**config.mk**
```make
export PLATFORM = sky130hd
export DESIGN_NAME = wb_dsp_equation_fetch_flat
export DESIGN_NICKNAME = d
export VERILOG_FILES = /design/src/rtl/wb_dsp_equation_fetch_if.sv /design/src/rtl/wb_dsp_equation_fetch.sv /design/src/flat_wrapper.sv
export SDC_FILE = /design/constraint.sdc
export NUM_CORES = 1
export LEC_CHECK = 0
export BUFFER_PORTS_ARGS = -buffer_cell sky130_fd_sc_hd__buf_4
export CORE_ASPECT_RATIO = 0.8
export CORE_MARGIN = 5
export CORE_UTILIZATION = 44
export DETAILED_ROUTE_END_ITERATION = 6
export PLACE_DENSITY = 0.76
export SYNTH_ARGS = -nofsm -noshare
export SYNTH_HDL_FRONTEND = slang
export SYNTH_SLANG_ARGS = --single-unit
export TNS_END_PERCENT = 50
```
**constraint.sdc**
```tcl
create_clock -name wb_clk -period 2.1 [get_ports wb_clk]
set_clock_uncertainty 0.15 [all_clocks]
set_input_delay 0.21 -clock wb_clk [delete_from_list [all_inputs] [get_ports wb_clk]]
set_output_delay 0.21 -clock wb_clk [all_outputs]
set_load 0.01 [all_outputs]
```
**src/rtl/wb_dsp_equation_fetch_if.sv**
```systemverilog
// Wishbone classic master/slave bundle used by the equation-record fetcher.
// Handshake: the master holds cyc/stb with a stable address until the slave answers with ack (data valid) or err.
interface wb_dsp_equation_fetch_if;
    logic [31:0] m_adr_o;
    logic [31:0] m_dat_i;
    logic [3:0]  m_sel_o;
    logic        m_we_o;
    logic        m_cyc_o;
    logic        m_stb_o;
    logic        m_ack_i;
    logic        m_err_i;

    modport master (
        output m_adr_o,
        output m_sel_o,
        output m_we_o,
        output m_cyc_o,
        output m_stb_o,
        input  m_dat_i,
        input  m_ack_i,
        input  m_err_i
    );

    modport slave (
        input  m_adr_o,
        input  m_sel_o,
        input  m_we_o,
        input  m_cyc_o,
        input  m_stb_o,
        output m_dat_i,
        output m_ack_i,
        output m_err_i
    );
endinterface

```
**src/rtl/wb_dsp_equation_fetch.sv**
```systemverilog
// Fetches a four-word equation record over a Wishbone master port and presents it on eq_*.
// Optional fetch watchdog: define WB_DSP_FETCH_TIMEOUT_EN to enable the 255-cycle FETCH timeout.
module wb_dsp_equation_fetch (
    input  logic                           wb_clk,
    input  logic                           wb_rst_n,
    input  logic [31:0]                    control_reg,
    input  logic [31:0]                    equation_address_reg,
    output logic [31:0]                    status_reg,
    wb_dsp_equation_fetch_if.master        wb,
    output logic [31:0]                    eq_op,
    output logic [31:0]                    eq_src0,
    output logic [31:0]                    eq_src1,
    output logic [31:0]                    eq_dst,
    output logic                           eq_valid,
    output logic                           interrupt
);

    localparam logic [1:0] ST_IDLE  = 2'd0;
    localparam logic [1:0] ST_FETCH = 2'd1;
    localparam logic [1:0] ST_GAP   = 2'd2;
    localparam logic [1:0] ST_DONE  = 2'd3;

    logic [1:0]  r_state;
    logic [1:0]  r_idx;
    logic [31:0] r_adr;
    logic        r_cyc;
    logic        r_stb;
    logic [31:0] r_eq_op;
    logic [31:0] r_eq_src0;
    logic [31:0] r_eq_src1;
    logic [31:0] r_eq_dst;
    logic        r_eq_valid;
    logic        r_done;
    logic        r_err;
    logic        r_abort;
    logic        r_irq;
    logic        r_start_low;

    logic        w_start_edge;
    logic        w_accept_start;
    logic        w_abort;
    logic        w_ie;
    logic        w_busy;
    logic        w_tmo_hit;
    logic        w_tmo_flag;
    logic        w_unused;

    // r_start_low resets to 0, so a START already high at reset release is not an edge.
    assign w_start_edge   = control_reg[0] & r_start_low;
    assign w_accept_start = (r_state == ST_IDLE) && w_start_edge;
    assign w_abort        = control_reg[1];
    assign w_ie           = control_reg[2];
    assign w_busy         = (r_state != ST_IDLE);
    assign w_unused       = ^{control_reg[31:3], equation_address_reg[1:0]};

`ifdef WB_DSP_FETCH_TIMEOUT_EN
    logic [7:0] r_tmo_cnt;
    logic       r_tmo;

    // Counter is held at 0 outside FETCH, so every entry into FETCH starts a fresh count.
    assign w_tmo_hit  = (r_state == ST_FETCH) && !wb.m_ack_i && !wb.m_err_i && (r_tmo_cnt == 8'd254);
    assign w_tmo_flag = r_tmo;

    always_ff @(posedge wb_clk or negedge wb_rst_n) begin
        if (!wb_rst_n) begin
            r_tmo_cnt <= 8'd0;
            r_tmo     <= 1'b0;
        end else begin
            if (w_accept_start) begin
                r_tmo <= 1'b0;
            end else if (w_tmo_hit && !w_abort) begin
                r_tmo <= 1'b1;
            end

            if (r_state != ST_FETCH) begin
                r_tmo_cnt <= 8'd0;
            end else if (!wb.m_ack_i && !wb.m_err_i) begin
                r_tmo_cnt <= r_tmo_cnt + 8'd1;
            end
        end
    end
`else
    assign w_tmo_hit  = 1'b0;
    assign w_tmo_flag = 1'b0;
`endif

    always_ff @(posedge wb_clk or negedge wb_rst_n) begin
        if (!wb_rst_n) begin
            r_state     <= ST_IDLE;
            r_idx       <= 2'd0;
            r_adr       <= 32'd0;
            r_cyc       <= 1'b0;
            r_stb       <= 1'b0;
            r_eq_op     <= 32'd0;
            r_eq_src0   <= 32'd0;
            r_eq_src1   <= 32'd0;
            r_eq_dst    <= 32'd0;
            r_eq_valid  <= 1'b0;
            r_done      <= 1'b0;
            r_err       <= 1'b0;
            r_abort     <= 1'b0;
            r_irq       <= 1'b0;
            r_start_low <= 1'b0;
        end else begin
            r_start_low <= ~control_reg[0];
            r_eq_valid  <= 1'b0;

            // Abort deliberately absent: only completion, bus error or timeout interrupt.
            if (w_accept_start) begin
                r_irq <= 1'b0;
            end else if (w_ie && (r_done || r_err || w_tmo_flag)) begin
                r_irq <= 1'b1;
            end

            case (r_state)
                ST_IDLE: begin
                    if (w_start_edge) begin
                        r_adr   <= {equation_address_reg[31:2], 2'b00};
                        r_idx   <= 2'd0;
                        r_done  <= 1'b0;
                        r_err   <= 1'b0;
                        r_abort <= 1'b0;
                        r_cyc   <= 1'b1;
                        r_stb   <= 1'b1;
                        r_state <= ST_FETCH;
                    end
                end

                ST_FETCH: begin
                    // Abort beats err beats ack; a word arriving with abort or err is dropped.
                    if (w_abort) begin
                        r_cyc   <= 1'b0;
                        r_stb   <= 1'b0;
                        r_abort <= 1'b1;
                        r_state <= ST_IDLE;
                    end else if (wb.m_err_i) begin
                        r_cyc   <= 1'b0;
                        r_stb   <= 1'b0;
                        r_err   <= 1'b1;
                        r_state <= ST_IDLE;
                    end else if (wb.m_ack_i) begin
                        case (r_idx)
                            2'd0:    r_eq_op   <= wb.m_dat_i;
                            2'd1:    r_eq_src0 <= wb.m_dat_i;
                            2'd2:    r_eq_src1 <= wb.m_dat_i;
                            default: r_eq_dst  <= wb.m_dat_i;
                        endcase
                        if (r_idx == 2'd3) begin
                            r_cyc      <= 1'b0;
                            r_stb      <= 1'b0;
                            r_eq_valid <= 1'b1;
                            r_done     <= 1'b1;
                            r_state    <= ST_DONE;
                        end else begin
                            r_stb   <= 1'b0;
                            r_idx   <= r_idx + 2'd1;
                            r_adr   <= r_adr + 32'd4;
                            r_state <= ST_GAP;
                        end
                    end else if (w_tmo_hit) begin
                        r_cyc   <= 1'b0;
                        r_stb   <= 1'b0;
                        r_state <= ST_IDLE;
                    end
                end

                ST_GAP: begin
                    if (w_abort) begin
                        r_cyc   <= 1'b0;
                        r_stb   <= 1'b0;
                        r_abort <= 1'b1;
                        r_state <= ST_IDLE;
                    end else begin
                        r_stb   <= 1'b1;
                        r_state <= ST_FETCH;
                    end
                end

                ST_DONE: begin
                    // idx returns to 0 so a completed record reads back as plain done.
                    r_idx   <= 2'd0;
                    r_state <= ST_IDLE;
                end

                default: begin
                    r_cyc   <= 1'b0;
                    r_stb   <= 1'b0;
                    r_state <= ST_IDLE;
                end
            endcase
        end
    end

    assign wb.m_adr_o = r_adr;
    assign wb.m_sel_o = 4'hF;
    assign wb.m_we_o  = 1'b0;
    assign wb.m_cyc_o = r_cyc;
    assign wb.m_stb_o = r_stb;

    assign eq_op     = r_eq_op;
    assign eq_src0   = r_eq_src0;
    assign eq_src1   = r_eq_src1;
    assign eq_dst    = r_eq_dst;
    assign eq_valid  = r_eq_valid;
    assign interrupt = r_irq;

    assign status_reg = {22'd0, r_state, 1'b0, r_idx, r_abort, w_tmo_flag, r_err, r_done, w_busy};

endmodule

```
**src/flat_wrapper.sv**
```systemverilog
// flat-port wrapper written by rule: the top's interface ports become plain ports
module wb_dsp_equation_fetch_flat 
  (wb_clk, wb_rst_n, control_reg, equation_address_reg, status_reg, eq_op, eq_src0, eq_src1, eq_dst, eq_valid, interrupt, wb_m_adr_o, wb_m_sel_o, wb_m_we_o, wb_m_cyc_o, wb_m_stb_o, wb_m_dat_i, wb_m_ack_i, wb_m_err_i);
  wb_dsp_equation_fetch_if wb_i ();
  input  logic wb_clk;
  input  logic wb_rst_n;
  input  logic [31:0] control_reg;
  input  logic [31:0] equation_address_reg;
  output logic [31:0] status_reg;
  output logic [31:0] eq_op;
  output logic [31:0] eq_src0;
  output logic [31:0] eq_src1;
  output logic [31:0] eq_dst;
  output logic eq_valid;
  output logic interrupt;
  output wire logic [$bits(wb_i.m_adr_o)-1:0] wb_m_adr_o;
  output wire logic [$bits(wb_i.m_sel_o)-1:0] wb_m_sel_o;
  output wire logic [$bits(wb_i.m_we_o)-1:0] wb_m_we_o;
  output wire logic [$bits(wb_i.m_cyc_o)-1:0] wb_m_cyc_o;
  output wire logic [$bits(wb_i.m_stb_o)-1:0] wb_m_stb_o;
  input wire logic [$bits(wb_i.m_dat_i)-1:0] wb_m_dat_i;
  input wire logic [$bits(wb_i.m_ack_i)-1:0] wb_m_ack_i;
  input wire logic [$bits(wb_i.m_err_i)-1:0] wb_m_err_i;
  assign wb_m_adr_o = wb_i.m_adr_o;
  assign wb_m_sel_o = wb_i.m_sel_o;
  assign wb_m_we_o = wb_i.m_we_o;
  assign wb_m_cyc_o = wb_i.m_cyc_o;
  assign wb_m_stb_o = wb_i.m_stb_o;
  assign wb_i.m_dat_i = wb_m_dat_i;
  assign wb_i.m_ack_i = wb_m_ack_i;
  assign wb_i.m_err_i = wb_m_err_i;
  wb_dsp_equation_fetch u_core (.wb_clk(wb_clk), .wb_rst_n(wb_rst_n), .control_reg(control_reg), .equation_address_reg(equation_address_reg), .status_reg(status_reg), .wb(wb_i), .eq_op(eq_op), .eq_src0(eq_src0), .eq_src1(eq_src1), .eq_dst(eq_dst), .eq_valid(eq_valid), .interrupt(interrupt));
endmodule
```
==> results of run 1 <==
-- critical path, cell delays in order (launching register included) --
cell and delay (ps):
dfrtp_2 420, ha_4 150, nand4_2 130, or3_4 360, or4_4 500, nor3b_1 170, nor3_1 190
-- layout make-up --
| class | instances | area (sq um) | area share [%] |
|---|---|---|---|
| inverters | 13 | 50.0 | 0.425 |
| multi-input cells | 395 | 3330 | 28.3 |
| diodes | 1 | 2.50 | 0.0213 |
| flip-flops and latches | 170 | 4260 | 36.2 |
| well taps | 225 | 282 | 2.39 |
| clock inverters | 15 | 206 | 1.75 |
| clock buffers | 17 | 425 | 3.61 |
| repair buffers | 382 | 3220 | 27.3 |
-- cells by family (layout without fill, tap and decap cells) --
| family | count (synthesis) | after routing | synth area share (%) |
|---|---|---|---|
| AOI/OAI and AO/OA | 107 | 107 | 9.16 |
| muxes | 136 | 136 | 19.8 |
| adders and majority gates | 11 | 11 | 1.79 |
| other | 2 | 32 | 0.0975 |
| xor gates and xnor gates | 2 | 2 | 0.227 |
| buffers and inverters | 78 | 427 | 5.89 |
| and+or+nand+nor | 108 | 108 | 7.86 |
| DFF | 170 | 170 | 55.2 |
-- sequential cells by signal (all words and copies together) (netlist names), 2 cells and up --
signal             count
u_core.eq_src0        32
u_core.wb.m_adr_o     30
u_core.eq_dst         32
u_core.r_state         2
u_core.eq_src1        32
u_core.eq_op          32
u_core.r_idx           2
-- per-stage QoR --
step	area, sq um	hold slack (ps)	setup TNS [ps]	power, mW
2_1_floorplan	7900	-236	-6000	7.79
3_3_place_gp	10200	71.5	-20.5	10.6
3_5_place_dp	10200	76.8	-352	10.7
4_1_cts	11600	78.0	-56.4	14.3
5_1_grt	11800	102	-1980	15.4
6_report	11800	98.6	-357	14.6
-- timing repair --
item | CTS | global route
gates resized for setup | 14 | 30
hold endpoints to repair | 212 | 0
setup buffers | 9 | 2
hold buffers | 67 | 0
setup endpoints to repair | 17 | 32
pin swaps | 11 | 13
gates cloned | 0 | 2
-- worst paths after layout --
| kind | cells after the start | slack [ps] | endpoint |
|---|---|---|---|
| hold reg to reg | 1 | 350 | u_core.interrupt |
| max in group asynchronous | 3 | 990 | u_core.eq_op[27] |
| setup reg to reg | 6 | -60 | u_core.wb.m_adr_o[26] |
| min in group asynchronous | 2 | 170 | u_core.eq_dst[22] |
| setup / recovery | 6 | -60 | u_core.wb.m_adr_o[26] |
| hold / removal | 4 | 100 | u_core.wb.m_adr_o[25] |
-- metal layers --
metal | up-vias | GRT usage [%] | routed length [um]
met3 | 67 | 7.97 | 2140
met4 | 0 | 7.72 | 784
met2 | 319 | 38.7 | 12100
met1 | 3308 | 29.4 | 9490
met5 | - | 0 | 0
li1 | 2905 | - | -
-- power groups by stage --
stage / registers, mW / logic (mW) / clock network, mW
finish: 5.07 / 6.29 / 3.26
global route: 5.20 / 6.73 / 3.48
CTS: 5.03 / 5.91 / 3.33
detailed placement: 5.08 / 5.63 / 0
global placement: 5.03 / 5.52 / 0
floorplan: 5.49 / 2.30 / 0
-- cells in the mapped netlist (all sizes together) (4+ instances only) --
cell    count
a21oi      27
a22oi       4
a31o        5
a31oi       6
and3        6
and4        4
buf        57
clkbuf      8
dfrtp     170
ha         11
inv        12
mux2      129
mux2i       7
nand2      20
nand3      17
nand4       8
nor2       22
nor3       10
nor4        6
o21ai      19
o22ai      19
==> metrics, run 1 <==
status finished, violations left; failing checks setup timing; Max Cap Violations 0; DP Worst Slack -62.9 ps; area leader, netlist dfrtp_1; # rows 43; share of layout cells above drive strength 1 54.4%; commonest non-fill, non-tap cell in the layout buf_4; sw frac 36.7%; synthesized instance count 614; Die W 158 um; Area Growth Syn to Fin 52.8%; vias in the first global route 6881; TritonCTS buffer count 17; switching power total 5.36 mW; clock-pin slew on the worst setup and hold paths 80 ps; total grt overflow 0; Int Pwr 9.25 mW; Min-Delay Path Class primary input to flop; Tmin final 2160 ps; top cells by area, synth dfrtp_1 (55%), mux2_2 (19%), buf_4 (3.6%); initial core utilization 44.6%; Synth top area share 55.2%; global-route wire length before repair 37.3 mm; max frequency 464 MHz; initial antenna violation count 0; mean post-synth cell area 12.5 sq um; crit share post-route 103%; Via density 5.42; Final Util 68.2%; GRT Util Overall 23.5%; vias post-DR 6599; clk_lat worst skew 430 ps; asr flop ratio synth 100%; Finished Layout Cells 1218; R2R Path Start u_core.wb.m_adr_o[2]; TritonCTS clock tree built; Setup crit start u_core.wb.m_adr_o[2]; largest net degree at the start of global routing 57; RePlAce Congestion 0.914; post-placement cell count 1106; PortBufs 238; Layout Nets 1090; PD cells 1240 nW/um^2; CTS Buffer Depth 2; setup ws final -56.0 ps; Top Ports 301; sequential area share after synthesis 55.2%; crit path kind flop to flop; EDFF count, synth 0; die area 20300 sq um; register bit total from synthesis 170; CP Data Required Time 2300 ps; Fill cells 1200; Detailed Route Iter0 Violations 577; Slew Viols, Final 0; Worst IR Drop VDD 0.752 mV; Final Hold Fails 0; clock share of power 22.3%; H-tree depth 4; Worst Tran Pin Value 564 ps; mapped cell area 7700 sq um; TritonRoute pass-1 iters 5; Core ar. 17300 sq um; most frequent cells in the layout buf_4 (295), dfrtp_1 (164), mux2_2 (129); hold path startpoint equation_address_reg[25]; critical path peak fanout 5; ys flop type dfrtp_1; Setup violations, final 12; Yosys warning total 0; WL/cell 20.1 um; final WL 24.5 mm; Comb power frac 43.0%; Reg power frac 34.7%; detailed-route DRC error count 0; DP HPWL 15.8 mm; RSZ-0062 raised after global routing true; DRT antenna net count 0; clock root buffer clkbuf_16; CP endpoint kind flop; CP arrival 2350 ps; Slew HR 62.4%; # clock sinks 170; Die Y 128 um; Netlist cell types 60; P_leak 5.87 nW; startpoint types flop
(Power assumes the default switching activity.)
==> run 2, diff against run 1 <==
- CAP_MARGIN: default -> 10
- CORE_UTILIZATION: 44 -> 49
- PLACE_DENSITY: 0.76 -> 0.8
- REMOVE_ABC_BUFFERS: default -> 1
- clock period: 2.1 -> 2.2 ns (I/O delays scaled with it)
==> run 2 against run 1 <==
  * The flow now finishes without violations
  * Die area fell by 9.5%
  * Via count fell by 4.2%
  * Critical path depth rose by 1
  * Power fell by 9.2%
  * Sequential power fell by 4.9%
  * Flip-flop and latch count did not move
  * Hold slack got worse by 61 ps
  * Combinational power fell by 14%
  * Non-clock buffer count fell by 26
  * Register-to-register slack improved by 110 ps
  * Critical endpoint is now u_core.wb.m_adr_o[24]
  * Highest routed layer unchanged
==> metrics, run 2 (synthesis gave the netlist of run 1 again) <==
status complete, no violations; Reg2Reg Depth 6 (unchanged); P_leak 5.67 nW (-3.3%); Via density 5.35 (-1.2%); R2R Path Start u_core.r_idx[0]; Finished Layout Cells 1181 (-3.0%); Layout Nets 1064 (-2.4%); vias in the first global route 6500 (-5.5%); PD cells 1170 nW/um^2 (-5.5%); clock-pin slew on the worst setup and hold paths 70 ps (about the same); critical path peak fanout 8 (+3); most frequent cells in the layout buf_4 (280), dfrtp_1 (169), mux2_2 (129); post-placement cell count 1081 (-2.3%); CTS Buffer Depth 2 (unchanged); die area 18300 sq um (-9.5%); CP top delay family simple AND/OR/NAND/NOR gates; detailed-route DRC error count 0 (unchanged); startpoint types primary input; crit share post-route 97.5%; Area Growth Syn to Fin 46.8%; Final Hold Fails 0 (unchanged); clk_lat worst skew 420 ps (about the same); Setup violations, final 0 (-12); max frequency 466 MHz; CP Data Required Time 2400 ps (+100 ps); FF/Latch Area 4260 sq um (-0.15%); Min-Delay Path Class primary input to asynchronous set/reset pin; setup slack, reg-to-reg 60 ps (+110 ps); Top Ports 301 (unchanged); Core ar. 15600 sq um (-9.7%); Crit-path slowest cell or4b_4; CP endpoint kind flop; DRT antenna net count 0 (unchanged); Die Y 122 um (-4.8%); Die W 150 um (-4.9%); TritonCTS buffer count 17 (unchanged); Max Cap Violations 0 (unchanged); final WL 22.2 mm (-9.4%); Cell Chain, Critical Path dlygate4sd3_1 -> buf_4 -> or4b_4 -> nor2_4 -> o21ai_4 -> or4_1 -> nand4_1; reg2reg end u_core.wb.m_adr_o[24]; total grt overflow 0 (unchanged); TritonRoute pass-1 iters 5 (unchanged); worst hold slack 38.1 ps (-60.5 ps); area of the multi-input gates 3190 sq um (-4.3%); commonest non-fill, non-tap cell in the layout buf_4; largest net degree at the start of global routing 72 (+26%); diode count 0 (-1); Tmin final 2140 ps; Slew Viols, Final 0 (unchanged); RePlAce Congestion 0.909 (-0.62%); # rows 41 (-4.7%); initial core utilization 49.4% (+4.8 points); clock root buffer clkbuf_16; WL/cell 18.8 um (-6.5%); vias post-DR 6320 (-4.2%); share of layout cells above drive strength 1 50.5% (-3.9 points); initial antenna violation count 0 (unchanged); TritonCTS clock tree built; Max stage delay on crit path 570 ps (+70 ps); PortBufs 238 (unchanged); Fill cells 1058 (-12%); H-tree depth 4 (unchanged); crit path kind primary input to flop; DP HPWL 15.0 mm (-5.2%); Detailed Route Iter0 Violations 381 (-34%); # clock sinks 170 (unchanged); CP arrival 2340 ps (about the same); Worst IR Drop VDD 0.740 mV (-1.6%); GRT Util Overall 24.1% (+0.58 points); global-route wire length before repair 34.6 mm (-7.1%); Buf+Inv Stages, Crit Path 2 (+2)
[run 2: cell types whose count changed in the layout (fill, tap and decap cells not counted), sizes merged]
cell | previous run | this run
clkinvlp | 0 | 1
bufinv | 0 | 2
diode | 1 | 0
clkinv | 8 | 5
dlygate4sd3 | 67 | 66
clkbuf | 19 | 18
buf | 313 | 290
inv | 20 | 19
[run 2: layer usage]
layer  up-vias  share of wire (%)  track usage (%)
met4         0                2.8             7.60
met3        42                6.3             5.47
met5         -                  0                0
met1      3126                 40             31.6
met2       277                 51             40.1
li1       2875                  -                -
[run 2: layout make-up]
class / count / share of cell area (%)
flip-flops and latches: 170 / 37.6
multi-input cells: 395 / 28.2
repair buffers: 356 / 26.0
clock buffers: 18 / 3.79
well taps: 215 / 2.38
clock inverters: 14 / 1.58
inverters: 13 / 0.431
[run 2: metrics by stage]
step / util, % / total power, mW / setup slack, ps / area, sq um / setup TNS, ps
after floorplan: - / 7.15 / -1530 / 7410 / -202030
after global placement: 63.8 / 9.85 / -1.74 / 9950 / -1.74
after detailed placement: 63.8 / 10.0 / -19.8 / 9950 / -28.6
after CTS: 72.1 / 13.2 / 3.85 / 11200 / 0
after global routing: 72.5 / 14.0 / -38.7 / 11300 / -93.3
final: 72.5 / 13.3 / 55.2 / 11300 / 0
[run 2: how the worst max path moves through the flow]
stage                            startpoint                     to  slack (ps)  cells after the start
final                        control_reg[1]  u_core.wb.m_adr_o[24]          60                      7
after detailed placement    u_core.r_idx[0]  u_core.wb.m_adr_o[24]         -20                      6
after CTS                 u_core.r_state[1]  u_core.wb.m_adr_o[12]           4                      8
after global routing      u_core.r_state[0]  u_core.wb.m_adr_o[24]         -40                      7
after floorplan           u_core.r_state[1]  u_core.wb.m_adr_o[22]       -1530                      7
after global placement      u_core.r_idx[0]  u_core.wb.m_adr_o[24]          -2                      6
[run 2: power by group]
part | switching [mW] | total, mW | internal [mW]
Combinational | 2.55 | 5.38 | 2.83
Sequential | 0.726 | 4.82 | 4.10
Clock | 1.35 | 3.08 | 1.73
[run 2: what timing repair did]
| item | CTS | global route |
|---|---|---|
| pin swaps | 3 | 6 |
| endpoints found under the setup margin | 2 | 116 |
| endpoints found under the hold margin | 331 | 0 |
| setup buffers | 2 | 0 |
| gates resized for setup | 2 | 15 |
| hold buffers | 66 | 0 |
==> run 3, diff against run 2 <==
- ABC_AREA: default -> 1
- CORE_UTILIZATION: 49 -> 50
- PLACE_DENSITY: 0.8 -> 0.81
==> run 3 against run 2 <==
  * Global-route usage is 1.0 points higher
  * Setup slack better by 69 ps
  * Clock power hardly changed
  * Fmax is 3.3% higher
  * Sequential power is 18% higher
==> metrics, run 3 <==
clock-pin slew on the worst setup and hold paths 70 ps (about the same); Worst Hold Path EP u_core.wb.m_adr_o[12]; Netlist cell types 36 (-40%); TritonRoute pass-1 iters 5 (unchanged); clk_lat worst skew 420 ps (about the same); hold path startpoint equation_address_reg[12]; largest net degree at the start of global routing 65 (-9.7%); global-route wire length before repair 38.1 mm (+10%); Die W 152 um (+1.3%); DP Worst Slack 117 ps (+137 ps); # rows 41 (unchanged); synthesized instance count 947 (+54%); Routed met3 length 2.38 mm (+72%); ys flop type dfrtp_1; register bit total from synthesis 170 (unchanged); reg2reg end u_core.wb.m_adr_o[6]; most frequent cells in the layout nand2_1 (286), buf_4 (245), dfrtp_1 (170); CTS Buffer Depth 2 (unchanged); area of placed instances 9910 sq um (-0.41%); Fill cells 1182 (+12%); Buf+Inv Stages, Crit Path 2 (unchanged); vias post-DR 7357 (+16%); Top Ports 301 (unchanged); CP endpoint kind flop; Detailed Route Iter0 Violations 364 (-4.5%); Layout Nets 1349 (+27%); DRT antenna net count 0 (unchanged); Cell Chain, Critical Path inv_2 -> ha_1 -> nand3_1 -> o21ai_1 -> nand3_1 -> inv_2 -> o211ai_1 -> o21a_1; Reg2Reg Depth 8 (+2); R2R Path Start u_core.r_state[0]; Max Cap Violations 0 (unchanged); Min-Delay Path Class primary input to flop; Crit-path slowest cell dfrtp_1; crit path kind flop to flop; Post-Layout Inst Area 11100 sq um (-1.5%); initial core utilization 51.2% (+1.8 points); RSZ-0062 raised after global routing true; CP Data Required Time 2360 ps (-40 ps); max frequency 482 MHz (+3.3%); CP top delay family flip-flops; Setup violations, final 0 (unchanged); critical path peak fanout 21 (+13); H-tree depth 4 (unchanged); Via density 5.02 (-6.2%); RePlAce Congestion 0.905 (-0.44%); WL/cell 16.1 um (-14%); CP arrival 2240 ps (-100 ps); TritonCTS clock tree built; area leader, netlist dfrtp_1; Worst IR Drop VDD 0.911 mV (+23%); commonest non-fill, non-tap cell in the layout nand2_1; GRT Util Overall 25.1% (+1.0 points); TritonCTS buffer count 17 (unchanged); hold path depth 5; vias in the first global route 7421 (+14%); Post-CTS Setup Bufs 0 (-2); total grt overflow 0 (unchanged); Top Metal Used met4; wire length on met1 9.23 mm (+3.0%); # clock sinks 170 (unchanged); Tmin final 2080 ps (-69.0 ps); wire length on met2 11.5 mm (+2.5%); count leader, synth nand2_1; sequential area share after synthesis 52.6% (-2.6 points); status complete, no violations; PD cells 1370 nW/um^2 (+17%); Area Growth Syn to Fin 37.8%; detailed-route DRC error count 0 (unchanged); Yosys warning total 0 (unchanged); PortBufs 238 (unchanged); setup slack, reg-to-reg 120 ps (+70 ps); initial antenna violation count 0 (unchanged); Synth top area share 52.6% (-2.6 points); mean post-synth cell area 8.54 sq um (-32%); EDFF count, synth 0 (unchanged); mapped cell area 8090 sq um (+5.0%); startpoint types flop; top cells by area, synth dfrtp_1 (53%), nand2_1 (13%), o21ai_2 (3.9%); crit share post-route 94.4% (-3.1 points); asr flop ratio synth 100% (unchanged); Final Hold Fails 0 (unchanged); clock root buffer clkbuf_16; Core ar. 15800 sq um (+1.3%); Slew Viols, Final 0 (unchanged); commonest cells in the netlist nand2_1 (286), dfrtp_1 (170), nor2_1 (78); P_leak 5.76 nW (+1.6%); DP HPWL 15.8 mm (+5.5%); setup ws final 124 ps (+69.0 ps); die area 18800 sq um (+2.7%); share of layout cells above drive strength 1 27.0% (-23 points); final WL 23.6 mm (+6.4%); Max stage delay on crit path 450 ps (-120 ps); Die Y 124 um (+1.3%)
==> run 3: cell count changes after synthesis, sizes merged, moves of 9 or more <==
cell   change
a21oi     -10
buf        +9
inv       +67
mux2     -129
nand2    +270
nand3     +23
nor2      +63
nor3       -9
o21ai    +139
o22ai     -15
==> run 3: worst max-delay path by stage <==
stage | from | end | slack, ps | cells after the start
floorplan | u_core.r_state[1] | u_core.wb.m_adr_o[6] | -1740 | 8
global placement | u_core.r_state[1] | u_core.wb.m_adr_o[11] | 210 | 7
detailed placement | u_core.r_state[0] | u_core.wb.m_adr_o[6] | 120 | 8
CTS | u_core.r_state[0] | u_core.wb.m_adr_o[6] | 110 | 8
global route | u_core.r_state[0] | u_core.wb.m_adr_o[16] | -40 | 10
finish | u_core.r_state[0] | u_core.wb.m_adr_o[6] | 120 | 8
==> run 3: logic make-up after synthesis <==
family	count (synthesis)	synth area share (%)
other	2	0.0929
flip-flops	170	52.6
XOR/XNOR	1	0.108
adder cells (fa/ha/maj)	11	1.70
buffers and inverters	153	10.7
AND/OR/NAND/NOR	419	20.8
AO/OA/AOI/OAI	191	13.9
==> run 3: stage by stage <==
step	utilization (%)	hold slack (ps)	power (mW)	std cells	setup TNS, ps
5_1_grt	70.5	15.1	16.4	1465	-42.7
6_report	70.5	20.8	15.3	1466	0
3_3_place_gp	62.7	51.9	11.9	1371	0
3_5_place_dp	62.7	51.2	12.1	1371	0
2_1_floorplan	-	-226	8.67	902	-158960
4_1_cts	70.5	0.289	15.3	1465	0
==> run 3: layout make-up <==
type / instances / area (sq um) / share of cell area (%)
clock inverter: 11 / 136 / 1.22
tap: 215 / 269 / 2.41
timing repair buffer: 317 / 2640 / 23.7
inverter: 79 / 299 / 2.68
multi-input combinational: 653 / 3090 / 27.7
sequential: 170 / 4250 / 38.2
antenna: 1 / 2.50 / 0.0225
clock buffer: 20 / 457 / 4.10
==> run 3: tightest hold or removal path, delay by kind of cell <==
family          cells  cell delay [ps]
simple gates        3              180
compound gates      1               80
buf+inv             1               90
==> run 3: layer usage <==
| metal | vias up | GRT usage, % |
|---|---|---|
| li1 | 3543 | - |
| met1 | 3464 | 30.1 |
| met2 | 313 | 42.5 |
| met3 | 37 | 9.27 |
| met4 | 0 | 8.53 |
| met5 | - | 0 |
==> run 3: timing repair <==
action / 4_1_cts / 5_1_grt
hold buffers: 63 / 0
setup endpoints to repair: 0 / 8
hold endpoints to repair: 216 / 0
gates resized for setup: 0 / 2
==> run 3: report_power, final <==
part / internal (mW) / switching, mW
Clock: 1.75 / 1.30
Sequential: 4.52 / 1.15
Combinational: 3.06 / 3.53
